<file path="src/rtl/sparse_pkg.sv">
// Shared types, default widths and saturation helper for the sparse dot engine.
// Optional RELU output clamp is enabled with SPARSE_DOT_RELU_EN.
package sparse_pkg;

    localparam int NUM_CH_D      = 16;
    localparam int INDEX_WIDTH_D = 12;
    localparam int DATA_WIDTH_D  = 16;
    localparam int ACC_WIDTH_D   = 40;
    localparam int ADDR_WIDTH_D  = 16;
    localparam int NNZ_WIDTH_D   = 16;
    localparam int OUT_WIDTH_D   = 16;
    localparam int SHIFT_D       = 8;

    typedef enum logic [2:0] {
        S_IDLE,
        S_DESC,
        S_RUN,
        S_DRAIN,
        S_EMIT
    } state_e;

    // Clamp x into the signed range of a w-bit value.
    function automatic logic signed [63:0] sat(
        input logic signed [63:0] x,
        input int                 w
    );
        logic signed [63:0] hi;
        logic signed [63:0] lo;
        hi = (64'sd1 <<< (w - 1)) - 64'sd1;
        lo = ~hi;
        if (x > hi) return hi;
        if (x < lo) return lo;
        return x;
    endfunction

endpackage

</file>
<file path="src/rtl/sparse_mac_pipe.sv">
// Valid-tracked gather/multiply/accumulate pipeline (S1..S3) with
// saturating accumulator; part of sparse_dot_multi_ch (SPARSE_DOT_RELU_EN).
module sparse_mac_pipe
    import sparse_pkg::*;
#(
    parameter int DATA_WIDTH = DATA_WIDTH_D,
    parameter int ACC_WIDTH  = ACC_WIDTH_D
) (
    input  logic                         clk,
    input  logic                         rst_n,
    input  logic                         clr_i,
    input  logic                         issue_i,
    input  logic signed [DATA_WIDTH-1:0] wval_i,
    input  logic signed [DATA_WIDTH-1:0] act_i,
    output logic                         s1_v_o,
    output logic                         pend_o,
    output logic signed [ACC_WIDTH-1:0]  acc_o
);

    logic                           s1_v_q;
    logic                           s2_v_q;
    logic                           s3_v_q;
    logic signed [DATA_WIDTH-1:0]   wv_q;
    logic signed [ACC_WIDTH-1:0]    prod_q;
    logic signed [ACC_WIDTH-1:0]    acc_q;
    logic signed [ACC_WIDTH-1:0]    acc_d;
    logic signed [2*DATA_WIDTH-1:0] prod;
    logic [ACC_WIDTH:0]             sum;

    // One guard bit detects overflow; clamp instead of wrapping.
    always_comb begin
        prod  = wv_q * act_i;
        sum   = {prod_q[ACC_WIDTH-1], prod_q} + {acc_q[ACC_WIDTH-1], acc_q};
        acc_d = sum[ACC_WIDTH-1:0];
        if (sum[ACC_WIDTH] != sum[ACC_WIDTH-1])
            acc_d = {sum[ACC_WIDTH], {(ACC_WIDTH-1){~sum[ACC_WIDTH]}}};
    end

    always_ff @(posedge clk or negedge rst_n) begin
        if (!rst_n) begin
            s1_v_q <= 1'b0;
            s2_v_q <= 1'b0;
            s3_v_q <= 1'b0;
            wv_q   <= '0;
            prod_q <= '0;
            acc_q  <= '0;
        end else begin
            s1_v_q <= issue_i;
            s2_v_q <= s1_v_q;
            s3_v_q <= s2_v_q;
            if (s1_v_q) wv_q <= wval_i;
            if (s2_v_q) prod_q <= ACC_WIDTH'(prod);
            if (clr_i)
                acc_q <= '0;
            else if (s3_v_q)
                acc_q <= acc_d;
        end
    end

    assign s1_v_o = s1_v_q;
    // S3 lands in the accumulator on the same edge the FSM leaves DRAIN.
    assign pend_o = s1_v_q | s2_v_q;
    assign acc_o  = acc_q;

endmodule

</file>
<file path="src/rtl/sparse_dot_multi_ch.sv">
// Multi-channel CSR sparse dot-product engine: FSM, addressing, requant, output.
// Define SPARSE_DOT_RELU_EN to clamp negative results to zero.
module sparse_dot_multi_ch
    import sparse_pkg::*;
#(
    parameter int  NUM_CH      = NUM_CH_D,
    parameter int  INDEX_WIDTH = INDEX_WIDTH_D,
    parameter int  DATA_WIDTH  = DATA_WIDTH_D,
    parameter int  ACC_WIDTH   = ACC_WIDTH_D,
    parameter int  ADDR_WIDTH  = ADDR_WIDTH_D,
    parameter int  NNZ_WIDTH   = NNZ_WIDTH_D,
    parameter int  OUT_WIDTH   = OUT_WIDTH_D,
    parameter int  SHIFT       = SHIFT_D,
    localparam int CHW         = (NUM_CH > 1) ? $clog2(NUM_CH) : 1
) (
    input  logic                   clk,
    input  logic                   rst_n,
    input  logic                   start,
    output logic                   busy,
    output logic                   done,
    output logic [CHW-1:0]         desc_addr,
    input  logic [ADDR_WIDTH-1:0]  desc_base,
    input  logic [NNZ_WIDTH-1:0]   desc_nnz,
    output logic [ADDR_WIDTH-1:0]  weight_addr,
    output logic                   weight_rd,
    input  logic [INDEX_WIDTH-1:0] weight_idx,
    input  logic [DATA_WIDTH-1:0]  weight_val,
    output logic [INDEX_WIDTH-1:0] act_addr,
    output logic                   act_rd,
    input  logic [DATA_WIDTH-1:0]  act_data,
    output logic [OUT_WIDTH-1:0]   out_data,
    output logic [CHW-1:0]         out_ch,
    output logic                   out_valid,
    input  logic                   out_ready
);

    state_e                  state_q;
    logic                    phase_q;
    logic [CHW-1:0]          ch_q;
    logic [NNZ_WIDTH-1:0]    rem_q;
    logic                    busy_q;
    logic                    done_q;
    logic [CHW-1:0]          desc_addr_q;
    logic [ADDR_WIDTH-1:0]   weight_addr_q;
    logic                    weight_rd_q;
    logic                    out_valid_q;
    logic [CHW-1:0]          out_ch_q;

    logic                    s1_v;
    logic                    pend;
    logic                    clr;
    logic signed [ACC_WIDTH-1:0] acc;
    logic signed [63:0]      acc64;
    logic [OUT_WIDTH-1:0]    res;

    assign clr = (state_q == S_DESC) && !phase_q;

    sparse_mac_pipe #(
        .DATA_WIDTH (DATA_WIDTH),
        .ACC_WIDTH  (ACC_WIDTH)
    ) u_pipe (
        .clk     (clk),
        .rst_n   (rst_n),
        .clr_i   (clr),
        .issue_i (weight_rd_q),
        .wval_i  (weight_val),
        .act_i   (act_data),
        .s1_v_o  (s1_v),
        .pend_o  (pend),
        .acc_o   (acc)
    );

    always_ff @(posedge clk or negedge rst_n) begin
        if (!rst_n) begin
            state_q       <= S_IDLE;
            phase_q       <= 1'b0;
            ch_q          <= '0;
            rem_q         <= '0;
            busy_q        <= 1'b0;
            done_q        <= 1'b0;
            desc_addr_q   <= '0;
            weight_addr_q <= '0;
            weight_rd_q   <= 1'b0;
            out_valid_q   <= 1'b0;
            out_ch_q      <= '0;
        end else begin
            done_q <= 1'b0;
            unique case (state_q)
                S_IDLE: if (start) begin
                    state_q     <= S_DESC;
                    phase_q     <= 1'b0;
                    ch_q        <= '0;
                    desc_addr_q <= '0;
                    busy_q      <= 1'b1;
                end
                // Phase 0 presents the address, phase 1 sees the read data.
                S_DESC: if (!phase_q) begin
                    phase_q <= 1'b1;
                end else begin
                    phase_q       <= 1'b0;
                    weight_addr_q <= desc_base;
                    rem_q         <= desc_nnz - 1'b1;
                    if (desc_nnz == '0) begin
                        state_q <= S_DRAIN;
                    end else begin
                        state_q     <= S_RUN;
                        weight_rd_q <= 1'b1;
                    end
                end
                S_RUN: if (rem_q == '0) begin
                    weight_rd_q <= 1'b0;
                    state_q     <= S_DRAIN;
                end else begin
                    weight_addr_q <= weight_addr_q + 1'b1;
                    rem_q         <= rem_q - 1'b1;
                end
                S_DRAIN: if (!pend) begin
                    state_q     <= S_EMIT;
                    out_valid_q <= 1'b1;
                    out_ch_q    <= ch_q;
                end
                S_EMIT: if (out_ready) begin
                    out_valid_q <= 1'b0;
                    if (ch_q == CHW'(NUM_CH - 1)) begin
                        state_q <= S_IDLE;
                        busy_q  <= 1'b0;
                        done_q  <= 1'b1;
                    end else begin
                        ch_q        <= ch_q + 1'b1;
                        desc_addr_q <= ch_q + 1'b1;
                        state_q     <= S_DESC;
                    end
                end
                default: state_q <= S_IDLE;
            endcase
        end
    end

    always_comb begin
        acc64 = {{(64-ACC_WIDTH){acc[ACC_WIDTH-1]}}, acc};
        res   = OUT_WIDTH'(sat(acc64 >>> SHIFT, OUT_WIDTH));
`ifdef SPARSE_DOT_RELU_EN
        if (res[OUT_WIDTH-1]) res = '0;
`endif
    end

    assign busy        = busy_q;
    assign done        = done_q;
    assign desc_addr   = desc_addr_q;
    assign weight_addr = weight_addr_q;
    assign weight_rd   = weight_rd_q;
    assign act_rd      = s1_v;
    assign act_addr    = s1_v ? weight_idx : '0;
    assign out_valid   = out_valid_q;
    assign out_ch      = out_ch_q;
    assign out_data    = out_valid_q ? res : '0;

endmodule
</file>
<file path="config.mk">
export PLATFORM = sky130hd
export DESIGN_NAME = sparse_dot_multi_ch
export DESIGN_NICKNAME = d
export VERILOG_FILES = /design/src/rtl/sparse_pkg.sv /design/src/rtl/sparse_mac_pipe.sv /design/src/rtl/sparse_dot_multi_ch.sv
export SDC_FILE = /design/constraint.sdc
export NUM_CORES = 1
export LEC_CHECK = 0
export ABC_AREA = 1
export CAP_MARGIN = 20
export CORE_MARGIN = 2
export CORE_UTILIZATION = 60
export DETAILED_ROUTE_END_ITERATION = 10
export GPL_TIMING_DRIVEN = 0
export PLACE_DENSITY_LB_ADDON = 0.12
export REMOVE_ABC_BUFFERS = 1
export SLEW_MARGIN = 40
export SYNTH_ARGS = -nofsm -noshare
export SYNTH_HDL_FRONTEND = slang
export SYNTH_HIERARCHICAL = 1
export SYNTH_SLANG_ARGS = --single-unit
</file>
<file path="constraint.sdc">
create_clock -name clk -period 12.4 [get_ports clk]
set_input_delay 1.86 -clock clk [delete_from_list [all_inputs] [get_ports clk]]
set_output_delay 1.86 -clock clk [all_outputs]
set_load 0.05 [all_outputs]
</file>
Word level (Yosys, flattened, before mapping)
Cells that the tools add are included.

$add $sub $neg: 5. $mul: 1. Order comparisons: 2. Equality and inequality tests: 15. Multiplexer cells: 47. Bitwise logic cells: 3. Reduce and logical (&&, ||, !) cells: 18.

Operator list (number): $mux W16 (9); $mux W40 (3); $pmux W16 S2 (2); $add A32 B40 Y41 (1); $gt A32 B16 Y1 const B (1); $logic_not A16 Y1 (2); $lt A32 B16 Y1 const B (1); $mul A16 B16 Y32 (1); $sub A16 B1 Y16 const B (2); $mux W1 (18); $ne A2 B2 Y1 const B (9); $add A16 B1 Y16 const B (1); $mux W3 (5); $pmux W3 S5 (1); $mux W12 (1); $mux W4 (3); $reduce_and A4 Y1 (3); $reduce_bool A2 Y1 (5); $pmux W1 S2 (4); $pmux W4 S2 (1); $eq A3 B2 Y1 const B (2); $reduce_and A3 Y1 (2); $reduce_and A5 Y1 (1); $add A4 B1 Y4 const B (1); other kinds (10) (12).

Register bits after elaboration: 139. Input bits: 80. Output and inout bits: 57. Word-level logic and storage cells: 107.

Logic depth before layout (Yosys ltp)
Depth in word-level cells: 6. Depth in mapped cells: 28. Depth with buffers taken out: 26.

Modules after synthesis
The synthesis kept the hierarchy.

Modules (own cells, without submodules): sparse_mac_pipe (instances 1, cells each 2358, area an instance 17095.1 sq um); sparse_dot_multi_ch (instances 1, cells each 550, area an instance 3648.5 sq um).

Worst setup path after synthesis
Ideal clock, no wire load.

Kind: input-to-reg. Start point: input port act_data[5]. End point: register u_pipe.prod_q[27]. Library setup time: 118 ps. Data arrival time: 7131 ps. Data required time: 12282 ps. Setup slack: 5151 ps. Stages on the path: 21. Path through: clkbuf_1 -> clkbuf_1 -> nand2_1 -> fa_1 -> inv_1 -> fa_1 -> fa_1 -> fa_1 -> fa_1 -> inv_1 -> fa_1 -> inv_1 -> ha_1 -> a21oi_1 -> o21ai_0 -> a21oi_1 -> nand3_1 -> a21o_1 -> or2_2 -> nand3_1 -> nand2_1.

Cells in the longest elaborated chain, start to end: 1.

RTL lines: start: declaration (RTL line sparse_dot_multi_ch.sv:30) `input logic [DATA_WIDTH-1:0] act_data,`; $mul A16 B16 Y32 (RTL line sparse_mac_pipe.sv:32) `prod = wv_q * act_i;`; end signal: assignment (RTL line sparse_mac_pipe.sv:52) `if (s2_v_q) prod_q <= ACC_WIDTH'(prod);`; end: declaration (RTL line sparse_mac_pipe.sv:24) `logic signed [ACC_WIDTH-1:0] prod_q;`.

No other way between the ends. A chain may end at the register's enable or synchronous reset.

Final worst setup path
Start point: input port act_data[1]. End point: register u_pipe.prod_q[27].

The elaborated chain is that of the path after synthesis.

==> results.py <==
metrics = {
    "synthesis": {
        "ys_dominant_reg_cell": "dfrtp_1",
        "ys_types": 44,
        "synth_compound_area_frac": 0.06152,
        "async_flop_share": 1.000,
        "yosys.area_share.simple": 0.2791,
        "yosys.area_share.adder": 0.3292,
        "ys_warn_count": 6,
        "synthMuxAreaShare": 0.006514,
        "avgSynthCellArea_um2": 7.133,
        "yosysSeqAreaShare": 0.1677,
        "synth_area_mm2": 0.02074,
        "synth_enable_flop_cells": 0,
        "synth_xor_area_frac": 0.01942,
        "synth_top_family_by_area": "adder cells",
        "ys_ff_latch": 139,
        "netlist_instances": 2908,
    },
    "timing": {
        "slew_headroom": 0.4347,
        "period_share": 0.6775,
        "holdWs_ns": 0.4747,
        "finalHoldViolCount": 0,
        "tightest_slew_ns": 0.8450,
        "period_minus_slack_ns": 8.401,
        "grt_setup_unrepaired": "no",
        "drv_slew": 0,
        "setup_viol": 0,
        "fin_skew_ns": 0.01782,
        "fmax_ghz": 0.1190,
        "setup_tns_ns": 0,
    },
    "layout": {
        "final_common_cell": "nand2_1",
        "design_area_mm2": 0.02291,
        "final_cell_mix": "nand2_1 (902), inv_1 (610), fa_1 (263)",
        "n_fill_cell": 2968,
        "drive_gt1_frac": 0.04675,
        "antenna_cells": 0,
        "syn_to_final_growth_pct": 10.43,
        "nets": 3428,
    },
    "floorplan": {
        "core_area_mm2": 0.03429,
        "die_y_um": 189.9,
        "ios": 137,
        "initial_core_util": 0.6050,
        "dieArea_mm2": 0.03608,
        "std_cell_rows": 68,
        "die_width_um": 189.9,
    },
    "setup_path": {
        "cp_data_arrival_time_ns": 8.72,
        "cp_data_required_time_ns": 12.72,
        "critPathLaunchType": "primary input",
        "end_kind": "register",
        "cp_max_fo": 16,
        "crit_type": "primary input to register",
        "r2r_cells": 19,
    },
    "grt": {
        "grt_pass1_wl_um": 90160,
        "grt_max_degree": 70,
        "antenna_found_initial": 0,
        "gr-total-overflow": 0,
        "grt_pass1_vias": 18600,
        "grt.total_usage": 0.3134,
    },
    "worst_hold_path": {
        "hold_path_class": "register to register",
        "min_delay_path_depth": 0,
    },
    "outcome": {
        "status": "complete, no violations",
    },
    "routing": {
        "drt_iter0_drc": 1205,
        "drc": 0,
        "dr.pass1.iters": 5,
        "post_drt_via_cell_ratio": 5.368,
        "wl_um": 54780,
        "avgRoutedWirePerCell_um": 15.98,
        "num_vias": 18400,
        "detail-route-antenna-nets": 0,
    },
    "clock_network": {
        "cts_tree": "built",
        "htree_levels": 4,
        "cts_hold_buf": 0,
        "ctsResizeCount": 0,
        "numClockSinks": 139,
        "clock_latency_ns": 0.44,
        "root_buffer": "clkbuf_16",
        "cts_buffers": 17,
        "clkTransAtPathRegs_ns": 0.07,
        "clk_path_buf_depth": 2,
        "cts_setup_buffers": 0,
    },
    "placed_design": {
        "routabilityCongestion": 0.9865,
        "hpwl_um": 44550,
        "placed_area_mm2": 0.02229,
        "io_buffers": 136,
    },
    "job": {
        "maxCapViolations": 0,
    },
}
cells by family after synthesis:
| family | count (synthesis) |
|---|---|
| and+or+nand+nor | 1366 |
| buffers and inverters | 728 |
| adders and majority gates | 388 |
| AOI/OAI and AO/OA | 229 |
| DFF | 139 |
| xor gates and xnor gates | 46 |
| muxes | 12 |
per-layer routing:
metal  global-route usage  share of wire
met2               0.5476           0.50
met3              0.04538          0.055
met1               0.3983           0.42
met5                    0              0
met4               0.1097          0.031
sequential cells by signal, indices dropped and copies added, names as in the netlist:
signal	flops
u_pipe/s2_v_q	1
u_pipe/s1_v_o	1
rem_q	16
weight_addr	16
out_ch	4
phase_q	1
state_q	3
u_pipe/s3_v_q	1
done	1
u_pipe/acc_o	40
out_valid	1
busy	1
u_pipe/wv_q	16
desc_addr	4
u_pipe/prod_q	32
weight_rd	1
worst paths after layout:
| check | startpoint | to | slack, ns |
|---|---|---|---|
| worst max-delay path | act_data[1] | u_pipe/prod_q[27] | 4.00 |
| worst min-delay path | weight_rd | u_pipe/s1_v_o | 0.47 |
| worst max register to register | u_pipe/wv_q[15] | u_pipe/prod_q[27] | 5.70 |
| worst min register to register | weight_rd | u_pipe/s1_v_o | 0.47 |
| max in group asynchronous | rst_n | u_pipe/s2_v_q | 10.48 |
| min in group asynchronous | rst_n | u_pipe/acc_o[34] | 1.27 |
cell type report:
| cell class | count | area [µm²] | share of cell area |
|---|---|---|---|
| repair buffers | 140 | 1464 | 0.06391 |
| well taps | 455 | 569.3 | 0.02485 |
| clock buffers | 17 | 425.4 | 0.01857 |
| clock inverters | 15 | 180.2 | 0.007865 |
| inverters | 621 | 2331 | 0.1018 |
| flip-flops and latches | 139 | 3481 | 0.1520 |
| multi-input cells | 2041 | 14460 | 0.6311 |
critical path, cell delays in order:
cell             delay [ns]
clkdlybuf4s50_1        0.97
nand2_1                0.25
inv_1                  0.18
fa_1                   0.54
fa_1                   0.98
fa_1                   0.57
fa_1                   0.50
fa_1                   0.49
inv_1                  0.05
fa_1                   0.47
inv_1                  0.04
ha_1                   0.34
a21oi_1                0.23
o21ai_0                0.13
a21oi_1                0.29
nand3_1                0.22
a21o_1                 0.21
or2_2                  0.27
nand3_1                0.07
nand2_1                0.05
cell usage after synthesis, drive strengths merged (11+ instances only):
library cell | number | area (µm²)
nand2 | 924 | 3548
inv | 621 | 2331
fa | 263 | 5265
nor2 | 190 | 798.3
nand3 | 160 | 858.3
dfrtp | 139 | 3478
ha | 125 | 1564
a21oi | 92 | 464.2
o21ai | 84 | 420.4
clkbuf | 81 | 304.0
nand4 | 38 | 237.7
xnor2 | 31 | 271.5
buf | 26 | 197.7
o21bai | 21 | 157.7
or2 | 20 | 125.1
nor3 | 17 | 100.1
xor2 | 15 | 131.4
mux2 | 12 | 135.1
nand3b | 11 | 82.58
metrics by stage:
step                worst slack, ns    util  std cells
floorplan                     5.450       -       2801
global placement              3.489  0.6467       3392
detailed placement            3.590  0.6502       3396
CTS                           4.057  0.6678       3428
global route                  3.657  0.6681       3428
finish                        3.999  0.6681       3428
Power is not shown: default switching activity piles up to over one toggle a cycle in this logic, so the estimate is an artifact.
